File: src/rtl/bus_match_watch_pkg.sv
// Shared constants and helpers for the bus_match_watch compare block.
package bus_match_watch_pkg;

    localparam logic [1:0] CFG_VALUE = 2'd0;
    localparam logic [1:0] CFG_MASK  = 2'd1;
    localparam logic [1:0] CFG_CTRL  = 2'd2;
    localparam int unsigned CTRL_EN  = 0;

    // Channel-select width; a single channel still gets a 1-bit select.
    function automatic int unsigned sel_width(input int unsigned channels);
        return (channels > 1) ? $clog2(channels) : 1;
    endfunction

endpackage

File: src/rtl/bus_match_watch_if.sv
// Bus, config and status signals of bus_match_watch, grouped for port binding.
interface bus_match_watch_if
    import bus_match_watch_pkg::*;
#(
    parameter int unsigned WIDTH    = 8,
    parameter int unsigned CHANNELS = 4,
    parameter int unsigned CNT_W    = 8
);
    localparam int unsigned SEL_W = sel_width(CHANNELS);

    logic                      en_n;
    logic [WIDTH-1:0]          data;
    logic                      data_valid;
    logic                      cfg_we;
    logic [SEL_W-1:0]          cfg_sel;
    logic [1:0]                cfg_addr;
    logic [WIDTH-1:0]          cfg_wdata;
    logic [CHANNELS-1:0]       hit_clr;
    logic [CHANNELS-1:0]       eq_n;
    logic                      any_eq_n;
    logic [CHANNELS-1:0]       hit;
    logic [CHANNELS*CNT_W-1:0] hit_cnt;

    modport master (
        output en_n, data, data_valid, cfg_we, cfg_sel, cfg_addr, cfg_wdata, hit_clr,
        input  eq_n, any_eq_n, hit, hit_cnt
    );

    modport slave (
        input  en_n, data, data_valid, cfg_we, cfg_sel, cfg_addr, cfg_wdata, hit_clr,
        output eq_n, any_eq_n, hit, hit_cnt
    );
endinterface

File: src/rtl/bus_match_channel.sv
// One compare channel: value/mask/enable registers, masked compare,
// registered active-low match, sticky hit flag and saturating hit counter.
module bus_match_channel
    import bus_match_watch_pkg::*;
#(
    parameter int unsigned WIDTH = 8,
    parameter int unsigned CNT_W = 8
) (
    input  logic             clk,
    input  logic             rst_n,
    input  logic             wr_en,
    input  logic [1:0]       wr_addr,
    input  logic [WIDTH-1:0] wr_data,
    input  logic             qual,
    input  logic [WIDTH-1:0] data,
    input  logic             hit_clr,
    output logic             eq_n,
    output logic             hit,
    output logic [CNT_W-1:0] hit_cnt
);
    logic [WIDTH-1:0] value;
    logic [WIDTH-1:0] mask;
    logic             en;
    logic             match;

    always_comb begin
        match = en && qual && (((data ^ value) & mask) == '0);
    end

    // Same-cycle compares see the pre-write register contents.
    always_ff @(posedge clk or negedge rst_n) begin
        if (!rst_n) begin
            value <= '0;
            mask  <= '1;
            en    <= 1'b0;
        end else if (wr_en) begin
            case (wr_addr)
                CFG_VALUE: value <= wr_data;
                CFG_MASK:  mask  <= wr_data;
                CFG_CTRL:  en    <= wr_data[CTRL_EN];
                default:   ;
            endcase
        end
    end

    // A match outranks a simultaneous clear: the count restarts at one.
    always_ff @(posedge clk or negedge rst_n) begin
        if (!rst_n) begin
            eq_n    <= 1'b1;
            hit     <= 1'b0;
            hit_cnt <= '0;
        end else begin
            eq_n <= ~match;
            if (match) begin
                hit <= 1'b1;
                if (hit_clr)
                    hit_cnt <= CNT_W'(1);
                else if (hit_cnt != '1)
                    hit_cnt <= hit_cnt + 1'b1;
            end else if (hit_clr) begin
                hit     <= 1'b0;
                hit_cnt <= '0;
            end
        end
    end
endmodule

File: src/rtl/bus_match_watch.sv
// N-channel masked equality watcher: config decode, global qualification,
// per-channel compare instances and status packing.
module bus_match_watch
    import bus_match_watch_pkg::*;
#(
    parameter int unsigned WIDTH    = 8,
    parameter int unsigned CHANNELS = 4,
    parameter int unsigned CNT_W    = 8
) (
    input logic               clk,
    input logic               rst_n,
    bus_match_watch_if.slave  bus
);
    logic                qual;
    logic [CHANNELS-1:0] wr_en;
    logic [CHANNELS-1:0] eq_n;
    logic [CHANNELS-1:0] hit;

    always_comb begin
        qual = bus.data_valid && !bus.en_n;
    end

    genvar i;
    generate
        for (i = 0; i < CHANNELS; i++) begin : g_ch
            // Out-of-range selects never equal a channel index, so they drop out.
            assign wr_en[i] = bus.cfg_we && (32'(bus.cfg_sel) == i);

            bus_match_channel #(
                .WIDTH (WIDTH),
                .CNT_W (CNT_W)
            ) u_ch (
                .clk     (clk),
                .rst_n   (rst_n),
                .wr_en   (wr_en[i]),
                .wr_addr (bus.cfg_addr),
                .wr_data (bus.cfg_wdata),
                .qual    (qual),
                .data    (bus.data),
                .hit_clr (bus.hit_clr[i]),
                .eq_n    (eq_n[i]),
                .hit     (hit[i]),
                .hit_cnt (bus.hit_cnt[i*CNT_W +: CNT_W])
            );
        end
    endgenerate

    assign bus.eq_n     = eq_n;
    assign bus.hit      = hit;
    assign bus.any_eq_n = &eq_n;
endmodule

File: src/flat_wrapper.sv
// flat-port wrapper written by rule: the top's interface ports become plain ports
module bus_match_watch_flat import bus_match_watch_pkg::*;
#(
    parameter int unsigned WIDTH    = 8,
    parameter int unsigned CHANNELS = 4,
    parameter int unsigned CNT_W    = 8
)
  (clk, rst_n, bus_en_n, bus_data, bus_data_valid, bus_cfg_we, bus_cfg_sel, bus_cfg_addr, bus_cfg_wdata, bus_hit_clr, bus_eq_n, bus_any_eq_n, bus_hit, bus_hit_cnt);
  bus_match_watch_if #(.WIDTH(WIDTH), .CHANNELS(CHANNELS), .CNT_W(CNT_W)) bus_i ();
  input logic clk;
  input logic rst_n;
  input wire logic [$bits(bus_i.en_n)-1:0] bus_en_n;
  input wire logic [$bits(bus_i.data)-1:0] bus_data;
  input wire logic [$bits(bus_i.data_valid)-1:0] bus_data_valid;
  input wire logic [$bits(bus_i.cfg_we)-1:0] bus_cfg_we;
  input wire logic [$bits(bus_i.cfg_sel)-1:0] bus_cfg_sel;
  input wire logic [$bits(bus_i.cfg_addr)-1:0] bus_cfg_addr;
  input wire logic [$bits(bus_i.cfg_wdata)-1:0] bus_cfg_wdata;
  input wire logic [$bits(bus_i.hit_clr)-1:0] bus_hit_clr;
  output wire logic [$bits(bus_i.eq_n)-1:0] bus_eq_n;
  output wire logic [$bits(bus_i.any_eq_n)-1:0] bus_any_eq_n;
  output wire logic [$bits(bus_i.hit)-1:0] bus_hit;
  output wire logic [$bits(bus_i.hit_cnt)-1:0] bus_hit_cnt;
  assign bus_i.en_n = bus_en_n;
  assign bus_i.data = bus_data;
  assign bus_i.data_valid = bus_data_valid;
  assign bus_i.cfg_we = bus_cfg_we;
  assign bus_i.cfg_sel = bus_cfg_sel;
  assign bus_i.cfg_addr = bus_cfg_addr;
  assign bus_i.cfg_wdata = bus_cfg_wdata;
  assign bus_i.hit_clr = bus_hit_clr;
  assign bus_eq_n = bus_i.eq_n;
  assign bus_any_eq_n = bus_i.any_eq_n;
  assign bus_hit = bus_i.hit;
  assign bus_hit_cnt = bus_i.hit_cnt;
  bus_match_watch #(.WIDTH(WIDTH), .CHANNELS(CHANNELS), .CNT_W(CNT_W)) u_core (.clk(clk), .rst_n(rst_n), .bus(bus_i));
endmodule
File: config.mk
export PLATFORM = sky130hd
export DESIGN_NAME = bus_match_watch_flat
export DESIGN_NICKNAME = d
export VERILOG_FILES = /design/src/rtl/bus_match_watch_pkg.sv /design/src/rtl/bus_match_watch_if.sv /design/src/rtl/bus_match_channel.sv /design/src/rtl/bus_match_watch.sv /design/src/flat_wrapper.sv
export SDC_FILE = /design/constraint.sdc
export NUM_CORES = 1
export LEC_CHECK = 0
export CORE_ASPECT_RATIO = 0.7
export CORE_MARGIN = 3
export CORE_UTILIZATION = 55
export CTS_BUF_LIST = sky130_fd_sc_hd__clkbuf_8
export DETAILED_ROUTE_END_ITERATION = 10
export DONT_BUFFER_PORTS = 1
export GPL_ROUTABILITY_DRIVEN = 0
export MAX_ROUTING_LAYER = met4
export PLACE_DENSITY_LB_ADDON = 0.12
export SYNTH_ARGS = -nofsm -noshare
export SYNTH_HDL_FRONTEND = slang
export SYNTH_SLANG_ARGS = --single-unit
export TNS_END_PERCENT = 5
File: constraint.sdc
create_clock -name clk -period 2.4 [get_ports clk]
set_input_delay 0.72 -clock clk [delete_from_list [all_inputs] [get_ports clk]]
set_output_delay 0.72 -clock clk [all_outputs]
set_load 0.005 [all_outputs]
==> results of run 1 <==
[per-stage QoR]
stage / setup TNS, ns / worst slack (ns) / power (W)
3_3_place_gp: 0 / 0.00393 / 0.00297
6_report: 0 / 0.291 / 0.00409
3_5_place_dp: -0.0641 / -0.0228 / 0.00301
5_1_grt: 0 / 0.129 / 0.00432
2_1_floorplan: 0 / 0.113 / 0.00285
4_1_cts: 0 / 0.264 / 0.00413
[logic make-up after synthesis]
| family | after synthesis | share of synthesized area [%] |
|---|---|---|
| buffers and inverters | 32 | 3.22 |
| AND/OR/NAND/NOR | 116 | 12.5 |
| adder cells (fa/ha/maj) | 4 | 0.962 |
| multiplexers | 76 | 16.4 |
| AO/OA/AOI/OAI | 65 | 8.56 |
| XOR/XNOR | 33 | 5.56 |
| flip-flops | 108 | 52.8 |
[report_power, final]
part           switching, W  internal [W]
Clock              0.000629      0.000488
Sequential         0.000174       0.00220
Combinational      0.000245      0.000361
Total               0.00105       0.00305
[state kept, by name, indices dropped and copies added, names as in the netlist]
| signal | cells |
|---|---|
| u_core.g_ch.u_ch.value | 32 |
| u_core.g_ch.u_ch.mask | 32 |
| u_core.g_ch.u_ch.hit_cnt | 32 |
| u_core.g_ch.u_ch.hit | 4 |
| u_core.g_ch.u_ch.eq_n | 4 |
| u_core.g_ch.u_ch.en | 4 |
[cells in the final DEF (no fill, tap or decap), drive strengths merged, types with 3 or more instances in the layout]
cell type	instances
and4	6
dfrtp	72
inv	15
clkinv	3
nor2	24
clkbuf	9
nand3b	8
mux2i	4
o41ai	3
a22oi	8
nand3	9
or4	10
a21oi	20
nor2b	4
xor2	32
mux2	72
o31ai	8
dfstp	36
nor3	8
nand2	19
or2	5
o21ai	11
buf	18
ha	4
nand2b	8
a222oi	4
a41oi	3
nand4	5
[per-layer routing]
layer	track usage (%)	up-vias
met5	-	-
met4	5.79	0
met3	5.97	7
met2	30.3	75
met1	32.2	1729
li1	-	1597
[area by class of cell]
type | count | area (µm²) | area share, %
Multi-Input combinational cell | 294 | 2290 | 40.9
Clock buffer | 9 | 124 | 2.22
Clock inverter | 7 | 73.8 | 1.32
Timing Repair Buffer | 19 | 145 | 2.60
Sequential cell | 108 | 2750 | 49.2
Tap cell | 124 | 155 | 2.78
Inverter | 13 | 53.8 | 0.963
[final timing paths]
path | end | slack [ns] | depth (start not counted)
min reg2reg | u_core.g_ch[2].u_ch.en | 0.53 | 1
min | u_core.g_ch[1].u_ch.hit_cnt[1] | 0.03 | 0
max reg2reg | u_core.g_ch[1].u_ch.hit_cnt[2] | 0.29 | 6
max in group asynchronous | u_core.g_ch[0].u_ch.value[2] | 0.86 | 1
max | u_core.g_ch[1].u_ch.hit_cnt[2] | 0.29 | 6
min in group clk | u_core.g_ch[1].u_ch.hit_cnt[7] | 0.39 | 1
[timing repair]
action / 4_1_cts / 5_1_grt
endpoints found under the hold margin: 0 / 20
setup endpoints to repair: 0 / 0
hold buffers: 0 / 1
==> impl_metrics.json, run 1 <==
{
  "status": "completed",
  "cts_tree": "done",
  "start_kind": "register",
  "wirelength_met1_um": 5380,
  "startpoint": "u_core.g_ch[1].u_ch.value[1]",
  "synthCells": 434,
  "nets": 478,
  "async_flop_share_pct": 100,
  "hpwl_um": 7760,
  "yosysWarnings": 0,
  "slew_headroom_pct": 33.9,
  "worst_path_largest_cell_delay_ns": 0.48,
  "avgViaCountPerCell": 5.94,
  "synth.area.top_cells": "dfrtp_1 35%, dfstp_2 18%, mux2_2 16%",
  "rsz0062_at_grt": "false",
  "critPathKind": "register to register",
  "fin_util_pct": 61.1,
  "wl_met3_um": 667,
  "grt_max_degree": 109,
  "dpl.cell_count": 557,
  "grt_first_pass_wirelength_um": 17400,
  "ys_seq_elements": 108,
  "yosys.cell_types.count": 46,
  "drt-total-wl_um": 11000,
  "postCtsResizedCells": 0,
  "postSynthAreaPerCell_um2": 12.0,
  "crit_family": "simple AND/OR/NAND/NOR gates",
  "area_growth_pct": 7.38,
  "power_leakage_nw": 2.30,
  "io_pins": 70,
  "slowest_stage": "or4_1",
  "highest_layer": "met4",
  "initial_core_util_pct": 56.9,
  "cts_buffers": 9,
  "yosys-top-cells-count": "72 x dfrtp_1, 72 x mux2_2, 36 x dfstp_2",
  "post-route-cell-area_um2": 5590,
  "finalSetupViolCount": 0,
  "synth_seq_area_share_pct": 52.8,
  "overflow": 0,
  "fp.dieH_um": 87.4,
  "wl_per_cell_um": 19.2,
  "post_cts_buffers": 0,
  "hold_violations": 0,
  "slew_viol_final": 0,
  "core_area_um2": 9140,
  "io_buffers": 0,
  "fin_crit_ns": 2.11,
  "syn_nets": 467,
  "fp.dieW_um": 122,
  "finalNonFillerCells": 574,
  "path_max_fanout": 5,
  "clock_path_buffers": 2,
  "num_vias": 3408,
  "crit-reg2reg-launch": "u_core.g_ch[1].u_ch.value[1]",
  "fmax_mhz": 474,
  "drtAntennaViolNets": 0,
  "antenna_found_initial": 0,
  "first_global_vias": 3282,
  "fin_skew_ns": 0.0120,
  "vdd_drop_max_mv": 0.393,
  "h-tree-depth": 3,
  "cts_sinks": 108,
  "crit_required_ns": 2.71,
  "row_count": 29,
  "syn_area_um2": 5200,
  "cp-end-kind": "register",
  "max_cap_viol_count": 0,
  "wl_met2_um": 4900,
  "min_period_over_period_pct": 87.9,
  "tightest_slew_ns": 0.988,
  "clk_latency_ns": 0.38,
  "root_buffer": "clkbuf_8",
  "drive_gt1_share_pct": 33.8,
  "num_antenna_cells": 0,
  "path_clk_slew_ns": 0.10,
  "power_density_nw_per_um2": 733,
  "post-route-drc-count": 0,
  "hold_ws_ns": 0.0285,
  "synth_edf_count": 0,
  "die-area_um2": 10700,
  "yosysTopAreaCellShare_pct": 34.6,
  "num-fill-cells": 769,
  "crit_buf_inv": 1,
  "first_pass_iters": 5,
  "place_area_um2": 5380,
  "hold_class": "input pin to asynchronous set/reset pin",
  "grt_usage_pct": 22.0,
  "dr.first_iter.drc_count": 247,
  "dominantRegCellSynth": "dfrtp_1",
  "yosysTopAreaCell": "dfrtp_1",
  "crit_chain": "xor2_1, a222oi_1, nand4_1, buf_4, or4_1, a21oi_1",
  "crit_arrival_ns": 2.42
}
(Power assumes the default switching activity.)
==> run 2: changes to the inputs <==
GPL_ROUTABILITY_DRIVEN = not set   (was 0)
HOLD_SLACK_MARGIN = 0.02   (was not set)
TNS_END_PERCENT = 30   (was 5)
==> run 2 against run 1 <==
  * Non-clock buffer count did not move
  * First-iteration DRC count decreased by 5.7%
  * Total power increased by 0.60%
  * Clock skew about the same
  * Critical path depth unchanged
  * Largest cell class unchanged
  * Largest power group unchanged
  * Highest routed layer unchanged
==> impl_metrics.json, run 2 (synthesized netlist as in run 1, its figures left out) <==
{
  "status": "completed",
  "fp.dieW_um": 122,
  "die-area_um2": 10700,
  "crit_required_ns": 2.71,
  "drive_gt1_share_pct": 34.0,
  "power_leakage_nw": 2.31,
  "fin_crit_ns": 2.13,
  "core_area_um2": 9140,
  "num-fill-cells": 765,
  "root_buffer": "clkbuf_8",
  "grt_usage_pct": 22.6,
  "start_kind": "register",
  "finalSetupViolCount": 0,
  "nets": 478,
  "swShare_pct": 26.0,
  "tightest_slew_ns": 0.711,
  "cts_buffers": 9,
  "power_switching_w": 0.00107,
  "hold_class": "input pin to asynchronous set/reset pin",
  "gp_congestion": 0.786,
  "postCtsResizedCells": 0,
  "crit_arrival_ns": 2.44,
  "post_cts_buffers": 0,
  "clk_latency_ns": 0.38,
  "overflow": 0,
  "avgViaCountPerCell": 5.99,
  "fmax_mhz": 470,
  "path_max_fanout": 5,
  "endpoint": "u_core.g_ch[0].u_ch.hit_cnt[5]",
  "hold_violations": 0,
  "min_period_over_period_pct": 88.7,
  "drtAntennaViolNets": 0,
  "num_antenna_cells": 0,
  "slew_viol_final": 0,
  "grt_first_pass_wirelength_um": 17900,
  "grt_max_degree": 73,
  "combPwrFrac_pct": 15.2,
  "hpwl_um": 7760,
  "drt-total-wl_um": 11200,
  "h-tree-depth": 3,
  "path_clk_slew_ns": 0.10,
  "num_vias": 3440,
  "r2r_end": "u_core.g_ch[0].u_ch.hit_cnt[5]",
  "fin_skew_ns": 0.0120,
  "cts_tree": "done",
  "finalNonFillerCells": 574,
  "startpoint": "u_core.g_ch[0].u_ch.value[4]",
  "rr_worst_depth": 6,
  "initial_core_util_pct": 56.9,
  "io_pins": 70,
  "post-route-drc-count": 0,
  "clock_path_buffers": 2,
  "antenna_found_initial": 0,
  "critPathKind": "register to register",
  "fp.dieH_um": 87.4,
  "fin_util_pct": 61.3,
  "row_count": 29,
  "max_cap_viol_count": 0,
  "seqPwrFrac_pct": 57.6,
  "p_int_w": 0.00305,
  "dr.first_iter.drc_count": 233,
  "first_global_vias": 3327,
  "p_clk_share_pct": 27.2,
  "first_pass_iters": 4,
  "io_buffers": 0,
  "slew_headroom_pct": 52.1,
  "layout_common_cells": "72 x mux2_2, 72 x dfrtp_1, 36 x dfstp_2",
  "cts_sinks": 108,
  "wl_per_cell_um": 19.4,
  "reg2reg_slack_ns": 0.27,
  "area_growth_pct": 7.72,
  "cp-end-kind": "register",
  "vdd_drop_max_mv": 0.394,
  "power_density_nw_per_um2": 735,
  "largestRegisters": "u_core.g_ch.u_ch.hit_cnt x32, u_core.g_ch.u_ch.mask x32, u_core.g_ch.u_ch.value x32",
  "dpl.cell_count": 557,
  "rsz0062_at_grt": "false",
  "crit-reg2reg-launch": "u_core.g_ch[0].u_ch.value[4]"
}
==> run 2: changes by cell type in the layout (fill, tap and decap cells not counted) <==
cell           before  now
dlygate4sd3_1       1    0
buf_16              0    1
==> run 2: metrics by stage <==
| stage | total power (W) | hold WS, ns | setup TNS (ns) | setup WS (ns) | area, µm² |
|---|---|---|---|---|---|
| after floorplan | 0.00285 | 0.424 | 0 | 0.113 | 5200 |
| after global placement | 0.00297 | 0.427 | 0 | 0.00393 | 5380 |
| after detailed placement | 0.00301 | 0.427 | -0.0641 | -0.0228 | 5380 |
| after CTS | 0.00416 | 0.152 | 0 | 0.264 | 5600 |
| after global routing | 0.00434 | 0.138 | 0 | 0.129 | 5600 |
| final | 0.00412 | 0.170 | 0 | 0.272 | 5600 |
==> run 2: cell type report <==
type	instances	area (µm²)	area share [%]
Clock buffer	9	124	2.21
Clock inverter	7	73.8	1.32
Inverter	13	53.8	0.960
Multi-Input combinational cell	294	2290	40.8
Sequential cell	108	2750	49.0
Tap cell	124	155	2.77
Timing Repair Buffer	19	163	2.90
==> run 2: routing by layer <==
metal  track usage, %  wire length (µm)  up-vias
met5                -                 0        -
met4             6.20               117        0
met3             6.04               670       12
met2             31.0              4950       82
met1             33.1              5410     1740
li1                 -                 -     1606
==> run 2: worst min-delay path by stage <==
stage	startpoint	to	slack [ns]	cells after the start
finish	rst_n	u_core.g_ch[3].u_ch.mask[2]	0.17	0
global placement	rst_n	u_core.g_ch[3].u_ch.value[5]	0.43	0
floorplan	rst_n	u_core.g_ch[0].u_ch.en	0.42	0
detailed placement	rst_n	u_core.g_ch[3].u_ch.value[5]	0.43	0
CTS	rst_n	u_core.g_ch[3].u_ch.mask[2]	0.15	0
global route	rst_n	u_core.g_ch[3].u_ch.mask[2]	0.14	0
==> run 2: timing repair <==
item                                   CTS  global route
hold buffers                             1             0
endpoints found under the hold margin   72             0
setup endpoints to repair                0             0
==> run 2: worst max-delay path: stages (launching register included) <==
cell and delay [ns]:
dfrtp_1 0.40, xor2_1 0.16, a222oi_1 0.39, and4_1 0.37, inv_6 0.05, or4_1 0.52
a21oi_1 0.16
==> run 2: power by group through the flow <==
stage / logic [W] / registers [W] / clock network (W)
3_3_place_gp: 0.000579 / 0.00239 / 0
3_5_place_dp: 0.000601 / 0.00240 / 0
5_1_grt: 0.000699 / 0.00241 / 0.00124
6_report: 0.000627 / 0.00237 / 0.00112
4_1_cts: 0.000635 / 0.00237 / 0.00116
2_1_floorplan: 0.000496 / 0.00235 / 0
==> run 3: changes to the inputs <==
HOLD_SLACK_MARGIN = 0.12   (was 0.02)
SLEW_MARGIN = 10   (was not set)
==> results of run 3 <==
Final layout, timing and power as in run 2 (identical DEF).
